`config.mk`:
```
export PLATFORM = sky130hd
export DESIGN_NAME = game_ctrl
export DESIGN_NICKNAME = d
export VERILOG_FILES = /design/src/rtl/game_ctrl.sv
export SDC_FILE = /design/constraint.sdc
export NUM_CORES = 1
export LEC_CHECK = 0
export CAP_MARGIN = 20
export CORE_MARGIN = 2
export CORE_UTILIZATION = 46
export CTS_CLUSTER_SIZE = 25
export DETAILED_ROUTE_END_ITERATION = 6
export PLACE_DENSITY = 0.76
export SYNTH_ARGS = -nofsm -noshare
export SYNTH_HDL_FRONTEND = slang
export SYNTH_SLANG_ARGS = --single-unit
export TNS_END_PERCENT = 100
```
`constraint.sdc`:
```
create_clock -name clk -period 9.15 [get_ports clk]
set_input_delay 1.3725 -clock clk [delete_from_list [all_inputs] [get_ports clk]]
set_output_delay 1.3725 -clock clk [all_outputs]
set_load 0.05 [all_outputs]
```
`src/rtl/game_ctrl.sv`:
```
// game_ctrl: game-state controller sitting directly behind the bird position stage.
// It watches the bird bounding box against the current pipe and the floor,
// counts pipes passed and sequences the game through IDLE, PLAY, HIT and OVER.
// It also drives the bird stage reset and the run enable for frame-rate movement.
// Optional build macro GAME_CTRL_HISCORE_EN adds a best-score register and port.

module game_ctrl #(
    parameter int N        = 10,
    parameter int SW       = 8,
    parameter int PIPE_W   = 40,
    parameter int FLOOR_Y  = 479,
    parameter int HIT_HOLD = 60
) (
    input  logic          clk,
    input  logic          reset,
    input  logic          frame_tick,
    input  logic          start,
    input  logic [N-1:0]  x0,
    input  logic [N-1:0]  y0,
    input  logic [N-1:0]  x1,
    input  logic [N-1:0]  y1,
    input  logic [N-1:0]  pipe_x,
    input  logic [N-1:0]  gap_top,
    input  logic [N-1:0]  gap_bot,
    output logic          bird_rst,
    output logic          run,
    output logic          game_over,
    output logic          hit,
`ifdef GAME_CTRL_HISCORE_EN
    output logic [SW-1:0] score,
    output logic [SW-1:0] hiscore
`else
    output logic [SW-1:0] score
`endif
);

    // Hold counter only needs to reach HIT_HOLD-1.
    localparam int HW = (HIT_HOLD > 1) ? $clog2(HIT_HOLD) : 1;

    localparam logic [N:0]    PIPE_W_X  = (N+1)'(PIPE_W);
    localparam logic [N-1:0]  FLOOR_LIM = N'(FLOOR_Y);
    localparam logic [HW-1:0] HOLD_LAST = HW'(HIT_HOLD - 1);
    localparam logic [SW-1:0] SCORE_MAX = '1;

    typedef enum logic [1:0] {
        ST_IDLE,
        ST_PLAY,
        ST_HIT,
        ST_OVER
    } state_t;

    state_t        state_q,     state_d;
    logic [SW-1:0] score_q,     score_d;
    logic          scored_q,    scored_d;
    logic [HW-1:0] hold_q,      hold_d;
    logic [N-1:0]  pipeXPrev_q, pipeXPrev_d;
    logic          hit_q,       hit_d;
    logic          birdRst_q,   birdRst_d;
    logic          run_q,       run_d;
    logic          gameOver_q,  gameOver_d;
`ifdef GAME_CTRL_HISCORE_EN
    logic [SW-1:0] hiscore_q,   hiscore_d;
`endif

    // Pipe extents are formed one bit wider than the coordinates so a pipe
    // near the right edge of the coordinate space never wraps around.
    logic [N:0] pipeRight;
    logic [N:0] pipeEnd;
    logic       colX;
    logic       colY;
    logic       floorHit;
    logic       coll;

    // Collision term: bird overlaps the pipe columns outside the open gap,
    // or the bird has reached the floor.
    always_comb begin
        pipeEnd   = {1'b0, pipe_x} + PIPE_W_X;
        pipeRight = pipeEnd - (N+1)'(1);
        colX      = (x1 >= pipe_x) && ({1'b0, x0} <= pipeRight);
        colY      = (y0 < gap_top) || (y1 > gap_bot);
        floorHit  = (y1 >= FLOOR_LIM);
        coll      = (colX && colY) || floorHit;
    end

    // Next-state logic for the game sequencer, scoring and hold timer.
    // Scoring runs independently of the collision check, so a frame that
    // both scores and collides still bumps the score before HIT is entered.
    always_comb begin
        state_d     = state_q;
        score_d     = score_q;
        scored_d    = scored_q;
        hold_d      = hold_q;
        pipeXPrev_d = frame_tick ? pipe_x : pipeXPrev_q;
        hit_d       = (state_q == ST_PLAY) && coll;

        case (state_q)
            ST_IDLE: begin
                if (start && frame_tick) begin
                    state_d  = ST_PLAY;
                    score_d  = '0;
                    scored_d = 1'b0;
                end
            end
            ST_PLAY: begin
                if (frame_tick) begin
                    // A pipe that moved right has respawned; that clear takes
                    // priority over any score on the same tick.
                    if (pipe_x > pipeXPrev_q) begin
                        scored_d = 1'b0;
                    end else if (!scored_q && (pipeEnd <= {1'b0, x0})) begin
                        if (score_q != SCORE_MAX) begin
                            score_d = score_q + SW'(1);
                        end
                        scored_d = 1'b1;
                    end
                end
                // Only the registered hit ends the game, so even a one-cycle
                // collision pulse is caught.
                if (hit_q) begin
                    state_d = ST_HIT;
                    hold_d  = '0;
                end
            end
            ST_HIT: begin
                if (frame_tick) begin
                    hold_d = hold_q + HW'(1);
                    if (hold_q == HOLD_LAST) begin
                        state_d = ST_OVER;
                    end
                end
            end
            ST_OVER: begin
                if (start && frame_tick) begin
                    state_d = ST_IDLE;
                end
            end
            default: begin
                state_d = ST_IDLE;
            end
        endcase

        // Moore outputs are decoded from the state being registered, so the
        // output flops always agree with the state flop.
        birdRst_d  = (state_d == ST_IDLE);
        run_d      = (state_d == ST_PLAY);
        gameOver_d = (state_d == ST_OVER);
    end

`ifdef GAME_CTRL_HISCORE_EN
    // Best score is captured on every entry to OVER and survives new games.
    always_comb begin
        hiscore_d = hiscore_q;
        if ((state_d == ST_OVER) && (state_q != ST_OVER) && (score_q > hiscore_q)) begin
            hiscore_d = score_q;
        end
    end
`endif

    // Single register stage for the whole controller with synchronous reset.
    always_ff @(posedge clk) begin
        if (!reset) begin
            state_q     <= ST_IDLE;
            score_q     <= '0;
            scored_q    <= 1'b0;
            hold_q      <= '0;
            pipeXPrev_q <= '0;
            hit_q       <= 1'b0;
            birdRst_q   <= 1'b1;
            run_q       <= 1'b0;
            gameOver_q  <= 1'b0;
`ifdef GAME_CTRL_HISCORE_EN
            hiscore_q   <= '0;
`endif
        end else begin
            state_q     <= state_d;
            score_q     <= score_d;
            scored_q    <= scored_d;
            hold_q      <= hold_d;
            pipeXPrev_q <= pipeXPrev_d;
            hit_q       <= hit_d;
            birdRst_q   <= birdRst_d;
            run_q       <= run_d;
            gameOver_q  <= gameOver_d;
`ifdef GAME_CTRL_HISCORE_EN
            hiscore_q   <= hiscore_d;
`endif
        end
    end

    assign bird_rst  = birdRst_q;
    assign run       = run_q;
    assign game_over = gameOver_q;
    assign hit       = hit_q;
    assign score     = score_q;
`ifdef GAME_CTRL_HISCORE_EN
    assign hiscore   = hiscore_q;
`endif

endmodule

```
-- Yosys cells after proc, flatten, opt, wreduce, memory -nomap -nowiden
Index checks and enable logic that the tools add are counted.
- register bits after elaboration: 31
- bits in latches: 0
- bits in writable memories: 0
- bits in read-only memories: 0
- input port bits: 74
- output and inout bits: 12
- logic and storage cells: 70
- memories: 0
- add/sub/neg operators: 4
- $mul: 0
- divide/modulo/power cells: 0
- magnitude comparators: 7
- eq/ne operators: 15
- shift-type cells: 0
- muxes and demuxes: 20
- bitwise logic cells: 0
- reduce and logical (&&, ||, !) cells: 15
- operator list (kind ; count):
    8-bit two-way mux ; 5
    10-bit greater-than comparator ; 2
    8-bit case mux with 2 select lines ; 1
    6-bit two-way mux ; 2
    6-bit case mux with 2 select lines ; 1
    10-bit by 6-bit adder with 11-bit output (second input constant) ; 1
    10-bit by 11-bit less-or-equal comparator with 1-bit output ; 1
    11-bit by 10-bit less-or-equal comparator with 1-bit output ; 1
    11-bit by 1-bit subtractor with 11-bit output (second input constant) ; 1
    10-bit greater-or-equal comparator ; 1
    10-bit by 9-bit greater-or-equal comparator with 1-bit output (second input constant) ; 1
    10-bit less-than comparator ; 1
    2-bit two-way mux ; 5
    2-bit inequality test (second input constant) ; 5
    8-bit by 1-bit adder with 8-bit output (second input constant) ; 1
    8-bit inequality test (second input constant) ; 1
    2-bit case mux with 4 select lines ; 1
    6-bit by 1-bit adder with 6-bit output (second input constant) ; 1
    2-bit equality test (second input constant) ; 3
    6-bit equality test (second input constant) ; 1
    6-bit AND reduction ; 1
    1-bit logical AND ; 5
    2-bit by 1-bit equality test with 1-bit output (second input constant) ; 2
    2-bit zero test ; 2
    9 further kinds ; 15

-- Logic depth before layout (Yosys ltp)
- word-level depth: 7
- depth in mapped cells: 12

-- Worst setup path after synthesis
Ideal clock, no wire load.
- kind: in2reg
- from: in pipe_x[5]
- to: reg score_q[6] (netlist: score[6])
- library setup time: 0.071 ns
- arrival time: 3.863 ns
- required time: 9.079 ns
- slack: 5.216 ns
- stages: 11
- buffers on the path: 1
- cells stage by stage: buf_2 -> a21o_1 -> and3_1 -> xnor2_1 -> ha_1 -> nand4_1 -> o21ai_0 -> o311ai_4 -> a21boi_4 -> or4_1 -> a21oi_1
- cells in the longest elaborated chain, start to end: 5
- elaborated cells between the ends (all ways): 7
- classes of those cells: add/sub: 1; order compare: 2; eq/ne: 2; reduce/logical: 2
- ends and longest elaborated chain (what ; line ; text):
    from (decl) ; 22 ; input logic [N-1:0] pipe_x,
    10-bit by 6-bit adder with 11-bit output ; 77 ; pipeEnd = {1'b0, pipe_x} + PIPE_W_X;
    11-bit by 10-bit less-or-equal comparator with 1-bit output ; 110 ; end else if (!scored_q && (pipeEnd <= {1'b0, x0})) begin
    1-bit logical AND ; 110 ;
    2-bit by 1-bit inequality test with 1-bit output (no source line) ; -- ;
    6-bit AND reduction (no source line) * ; -- ;
    to (signal assigned) ; 176 ; score_q <= score_d;
    to (decl) ; 53 ; logic [SW-1:0] score_q, score_d;
Mark *: on every way between the ends. The rest lies on a longest branch, timed or not.
A chain may end at the register's enable or synchronous reset.

-- Final worst setup path
- from: in pipe_x[5]
- to: reg score_q[4] (netlist: score[4])
Same word-level chain as after synthesis.

==> flow_summary.ini <==
[logic_synthesis]
yosys.area.top_type_share_pct = 24.8
synth_seq_cells = 31
synth_cell_types = 54
synth.largest_area_cell = ha_1
ys_warn_count = 0
yosysMostFrequentCell = ha_1
synth_common_cells = ha_1, inv_1, dfxtp_1, nand2_1, nor2_1
ys_seq_area_share_pct = 19.2
async_flop_share_pct = 0
yosys-top-cells-area = ha_1, dfxtp_1, inv_1
synth_flop_cell = dfxtp_1
synthCells = 393
synth_edf_count = 0
synth.avg_cell_area_sq_um = 8.23
synth_fp_nets = 531
mappedNetlistArea_sq_mm = 0.00323

[grt]
grt_pass1_vias = 3097
grt_overflow_total = 0
antenna_found_initial = 0
grtUsageTotal_pct = 21.3
grt_first_pass_wirelength_microns = 13300
grt_max_degree = 27

[die]
start_util_pct = 47.6
die_x_microns = 87.9
coreArea_sq_mm = 0.00679
die_h_microns = 87.9
rows = 30
io_pins = 86
die_area_sq_mm = 0.00772

[final_layout]
diodes = 0
design_area_sq_mm = 0.00429
nets = 615
area_growth_pct = 32.6
fill_cells = 592
drive_gt1_share_pct = 4.18

[clock_tree]
clk_pin_slew_ns = 0.07
post_cts_resized = 0
insertion_delay_ns = 0.29
cts_tree = built
numClockSinks = 31
cts_buffer_depth = 2
numCtsBuffers = 5
cts_root_buffer = clkbuf_8
cts_setup_buffers = 0
cts_htree_levels = 2
ctsHoldBuffers = 0

[power]
total_power_mw = 0.441
p_leak_nw = 1.94
p_seq_share_pct = 32.5
swShare_pct = 30.6
combPwrFrac_pct = 35.0
p_per_area_mw_per_mm2 = 103
p_sw_mw = 0.135
p_int_mw = 0.306
vdd_drop_max_uv = 74.1
clkPwrFrac_pct = 32.6

[min_path]
min_path_type = reg -> reg
hp-start = hold_q[5]$_SDFFE_PN0P_

[worst_setup_path]
cp-startpoint = pipe_x[5]
cp-start-kind = primary input
end_kind = register
path_cells = clkdlybuf4s50_1 -> a21o_1 -> and3_1 -> xnor2_1 -> ha_1 -> nand4_1 -> o21ai_0 -> o311a_2 -> o21ai_1 -> a31oi_1 -> o21a_1
reg2reg_from = pipeXPrev_q[4]$_SDFFE_PN0P_
worstSetupPathType = in -> reg
worstPathRequired_ns = 9.34
path_max_fanout = 10
max_stage_delay_ns = 0.61
crit_arrival_ns = 4.60
crit_slowest_cell = clkdlybuf4s50_1

[timing]
worst_pin_slew_ns = 0.887
finalCritPeriodShare_pct = 48.2
timing.final.hold_violations = 0
rsz0062_at_grt = no
setup_tns_ns = 0
max_freq_mhz = 227
slew_viol_final = 0
fin_skew_ns = 0.00796
fin_crit_ns = 4.41
setup_violations = 0
relSlewSlack_pct = 40.7

[place]
portBuffers = 85
gp_congestion = 0.938
dp_hpwl_microns = 6580
placed_area_sq_mm = 0.00417

[job]
max_cap_violations = 0

[run_status]
status = finished clean

[route]
via_count = 3112
vias_per_cell = 5.42
first_pass_iters = 4
ant_nets = 0
wl_microns = 8030
drc = 0
drt-wirelength-per-cell_microns = 14.0
drtIter0Drc = 155
## area by class of cell
type,instances,area (sq um),area share [%]
multi-input cells,294,2350,54.9
repair buffers,85,851,19.8
flip-flops and latches,31,621,14.5
inverters,60,225,5.25
well taps,96,120,2.80
clock buffers,6,82.6,1.93
clock inverters,2,35.0,0.817
## cell families after synthesis
family                     Yosys count  share of synthesized area (%)
AOI/OAI and AO/OA                   88                           20.6
xor gates and xnor gates            16                           4.33
adders and majority gates           64                           24.8
buffers and inverters               68                           8.01
DFF                                 31                           19.2
muxes                               13                           4.02
and+or+nand+nor                    113                           19.1
## power by group through the flow
stage               clock network, mW  logic (mW)  registers (mW)
floorplan                           0      0.0881           0.150
global placement                    0       0.149           0.146
detailed placement                  0       0.153           0.146
CTS                             0.144       0.155           0.143
global route                    0.151       0.172           0.144
finish                          0.144       0.154           0.143
## critical path, delay by kind of cell
family / cells / cell delay (ns)
compound gates: 6 / 1.66
xor+xnor: 1 / 0.27
fa+ha+maj: 1 / 0.31
buf+inv: 1 / 0.61
simple gates: 2 / 0.36
## stage by stage
stage / cells / hold WS [ns] / utilization (%) / worst slack, ns
3_5_place_dp: 566 / 0.490 / 61.4 / 4.48
5_1_grt: 574 / 0.539 / 63.1 / 4.52
6_report: 574 / 0.507 / 63.1 / 4.74
3_3_place_gp: 566 / 0.476 / 61.4 / 4.54
2_1_floorplan: 393 / 0.458 / - / 5.22
4_1_cts: 574 / 0.508 / 63.1 / 4.75
## worst paths after layout
check / endpoint / slack, ns / cells past startpoint
worst max register to register: score[6]$_SDFFE_PN0P_ / 6.87 / 8
worst min-delay path: hold_q[5]$_SDFFE_PN0P_ / 0.51 / 2
worst max-delay path: score[4]$_SDFFE_PN0P_ / 4.74 / 11
worst min register to register: hold_q[5]$_SDFFE_PN0P_ / 0.51 / 2
## metal layers
| layer | track usage (%) | wire (microns) |
|---|---|---|
| met5 | 0 | 0 |
| met4 | 4.62 | 109 |
| met3 | 4.62 | 524 |
| met2 | 38.8 | 3950 |
| met1 | 25.5 | 3440 |
## sequential cells by signal (all words and copies together), names as in the netlist
| name | flops |
|---|---|
| bird_rst | 1 |
| game_over | 1 |
| hit | 1 |
| hold_q | 6 |
| pipeXPrev_q | 10 |
| run | 1 |
| score | 8 |
| scored_q | 1 |
| state_q | 2 |
## cells in the final DEF, fill, tap and decap left out, types with 2 or more instances in the layout
cell             Yosys  routed
and2_1               6       6
o211a_1              2       2
a211oi_1             6       6
nor2_1              19      19
and3_1               6       6
a31oi_1              2       2
clkbuf_8             0       6
nand4_1             13      13
clkdlybuf4s50_1      0      85
ha_1                64      64
nand2_1             22      22
dfxtp_1             31      31
o2111ai_1            3       3
nand3b_1             5       5
nand3_1              6       6
nand4b_1             3       3
a221oi_1             3       3
o21a_1               6       6
o22ai_1              3       3
o21ai_0             12      12
o41ai_1              2       2
and4_1               3       3
o211ai_1             4       4
nor3_1               6       6
inv_1               60      60
xor2_1               5       5
nor2b_1             12      12
a21oi_1             15      15
xnor2_1             11      11
or2_2                2       2
a41oi_1              2       2
nand2b_1             5       5
o21ai_1              3       3
mux2i_1             13      13
or3_1                2       2
a21o_1              11      11
Power figures use the tool's default switching activity.
==> edit, RTL diff (same settings) <==
Set the parameter `SW` to 7 (it was 8).
--- a/src/rtl/game_ctrl.sv
+++ b/src/rtl/game_ctrl.sv
@@ -6,7 +6,7 @@
 
 module game_ctrl #(
     parameter int N        = 10,
-    parameter int SW       = 8,
+    parameter int SW       = 7,
     parameter int PIPE_W   = 40,
     parameter int FLOOR_Y  = 479,
     parameter int HIT_HOLD = 60
Ports: changed (resized score); port bits go from 86 to 85. The function was not compared with the original's and may differ.
==> edit against the original RTL <==
  * Maximum frequency is 11% lower
  * Routed wire length shrank 9.9%
  * Worst setup slack lost 0.56 ns
  * Synthesized cell count down 1.5%
  * Via count down 6.8%
  * Area after synthesis down 4.1%
  * Total power fell by 6.7%
  * Sequential cell count shrank 1
  * Critical path depth grew 4
  * Count of clock-buffer cells in the layout is 1 lower
  * Hold slack worse by 0.014 ns
  * Design area down 4.1%
==> edit: results (changes against the original RTL) <==
| Metric | Value |
|---|---|
| Detailed Place HPWL | 6.14 mm (-6.8%) |
| R2r setup slk | 6.71 ns (-0.16 ns) |
| WL final | 7.23 mm (-9.9%) |
| Slew @ Worst Pin | 0.839 ns (-0.0475 ns) |
| Largest net degree at the start of global routing | 24 (-11%) |
| Post-synth top cells | ha_1 (64), inv_1 (59), dfxtp_1 (30) |
| CP delay by family, top | compound AO/OA/AOI/OAI gates |
| P_leak | 1.85 nW (-4.5%) |
| Crit path largest cell delay | 0.71 ns (+0.10 ns) |
| Syn Nets | 525 (-1.1%) |
| Layout fillers | 563 (-4.9%) |
| CTS max path bufs | 2 (unchanged) |
| Layout Nets | 607 (-1.3%) |
| Worst path slowest cell | clkdlybuf4s50_1 |
| Vias per cell | 5.30 (-2.2%) |
| Post-synthesis sequential area ratio | 0.194 (+0.00183) |
| First-pass GRT wire length | 12.2 mm (-8.1%) |
| Critical path arrival | 5.18 ns (+0.58 ns) |
| Post-CTS sizing | 0 (unchanged) |
| Antenna violations before repair | 0 (unchanged) |
| Most common flop cell mapped by yosys | dfxtp_1 |
| Status | complete, no violations |
| Max reg flops | 10 (unchanged) |
| Antenna Cells | 0 (unchanged) |
| Placer Congestion | 0.891 (-5.0%) |
| H-tree lvl count | 2 (unchanged) |
| Crit-path max FO | 9 (-1) |
| DRT iter0 DRCs | 125 (-19%) |
| Hold path startpoint | score[6] |
| Largest cells by area after synthesis | ha_1 (26%), dfxtp_1 (19%), inv_1 (7.1%) |
| Root buf cell | clkbuf_8 |
| Reg clk slew, reported paths | 0.07 ns (about the same) |
| Clk Latency, worst-skew pair | 0.28 ns |
| VDD IR-drop max | 0.0657 mV (-11%) |
| CTS Buf Count | 5 (unchanged) |
| Post-CTS Setup Bufs | 0 (unchanged) |
| Top reg by flops | pipeXPrev_q |
| Port Buffers | 84 (-1.2%) |
| Layout Skew | 0.00420 ns (-0.00376 ns) |
| Hold Crit Class | flop to flop |
| Pre-antenna DRT Iters | 4 (unchanged) |
| Total of warnings raised by yosys | 0 (unchanged) |
| GRT Total Usage | 0.200 (-0.0126) |
| R2r startpoint | pipeXPrev_q[4] |
| Cell variety after synth | 54 (unchanged) |
| Fraction of layout instances using a drive strength above 1 | 0.0404 (-0.00142) |
| Asr flop ratio synth | 0 (unchanged) |
| Critical Path Start | pipe_x[3] |
| Number of global-route vias before repair | 2934 (-5.3%) |
edit: through the flow:
step / hold WS (ns) / std cells / area [sq um] / setup slack, ns
after floorplan: 0.459 / 387 / 3100 / 4.88
after global placement: 0.473 / 539 / 4000 / 4.10
after detailed placement: 0.480 / 539 / 4000 / 3.91
after CTS: 0.499 / 547 / 4110 / 4.20
after global routing: 0.507 / 547 / 4110 / 3.89
final: 0.493 / 547 / 4110 / 4.18
edit: final cells by class:
type,instances,area share
clock buffer,5,0.0167
clock inverter,3,0.00974
sequential,30,0.146
timing repair buffer,84,0.205
tap,77,0.0234
multi-input combinational,288,0.545
inverter,60,0.0548
edit: where the power goes:
group / total [W] / internal [W] / leakage (nW) / switching (W)
sequential: 0.000138 / 0.000135 / 0.245 / 0.00000305
clock: 0.000131 / 0.0000800 / 0.0579 / 0.0000506
combinational: 0.000143 / 0.0000738 / 1.55 / 0.0000688
total: 0.000411 / 0.000289 / 1.85 / 0.000122
edit: kinds of logic (layout without fill, tap and decap cells):
kind of cell	Yosys count	in the layout	share of synthesized area
adder cells (fa/ha/maj)	64	64	0.258
buffers and inverters	69	152	0.0839
AO/OA/AOI/OAI	74	74	0.159
AND/OR/NAND/NOR	117	117	0.206
multiplexers	14	14	0.0452
flip-flops	30	30	0.194
XOR/XNOR	19	19	0.0537
edit: routing by layer:
layer | part of all wire | routed length, microns | vias to the layer above | track usage
li1 | - | - | 1530 | -
met1 | 0.43 | 3110 | 1291 | 0.223
met2 | 0.51 | 3710 | 66 | 0.386
met3 | 0.041 | 294 | 12 | 0.0346
met4 | 0.017 | 121 | 0 | 0.0534
met5 | 0 | 0 | - | 0
edit: worst min-delay path, cell delays in order (launching register included):
cell,delay (ns)
dfxtp_1,0.31
inv_1,0.07
a21oi_1,0.06
edit: final timing paths:
check / depth (start not counted) / endpoint
setup / recovery: 15 / hit
hold / removal: 2 / score[6]
setup reg to reg: 9 / score[3]
hold reg to reg: 2 / score[6]
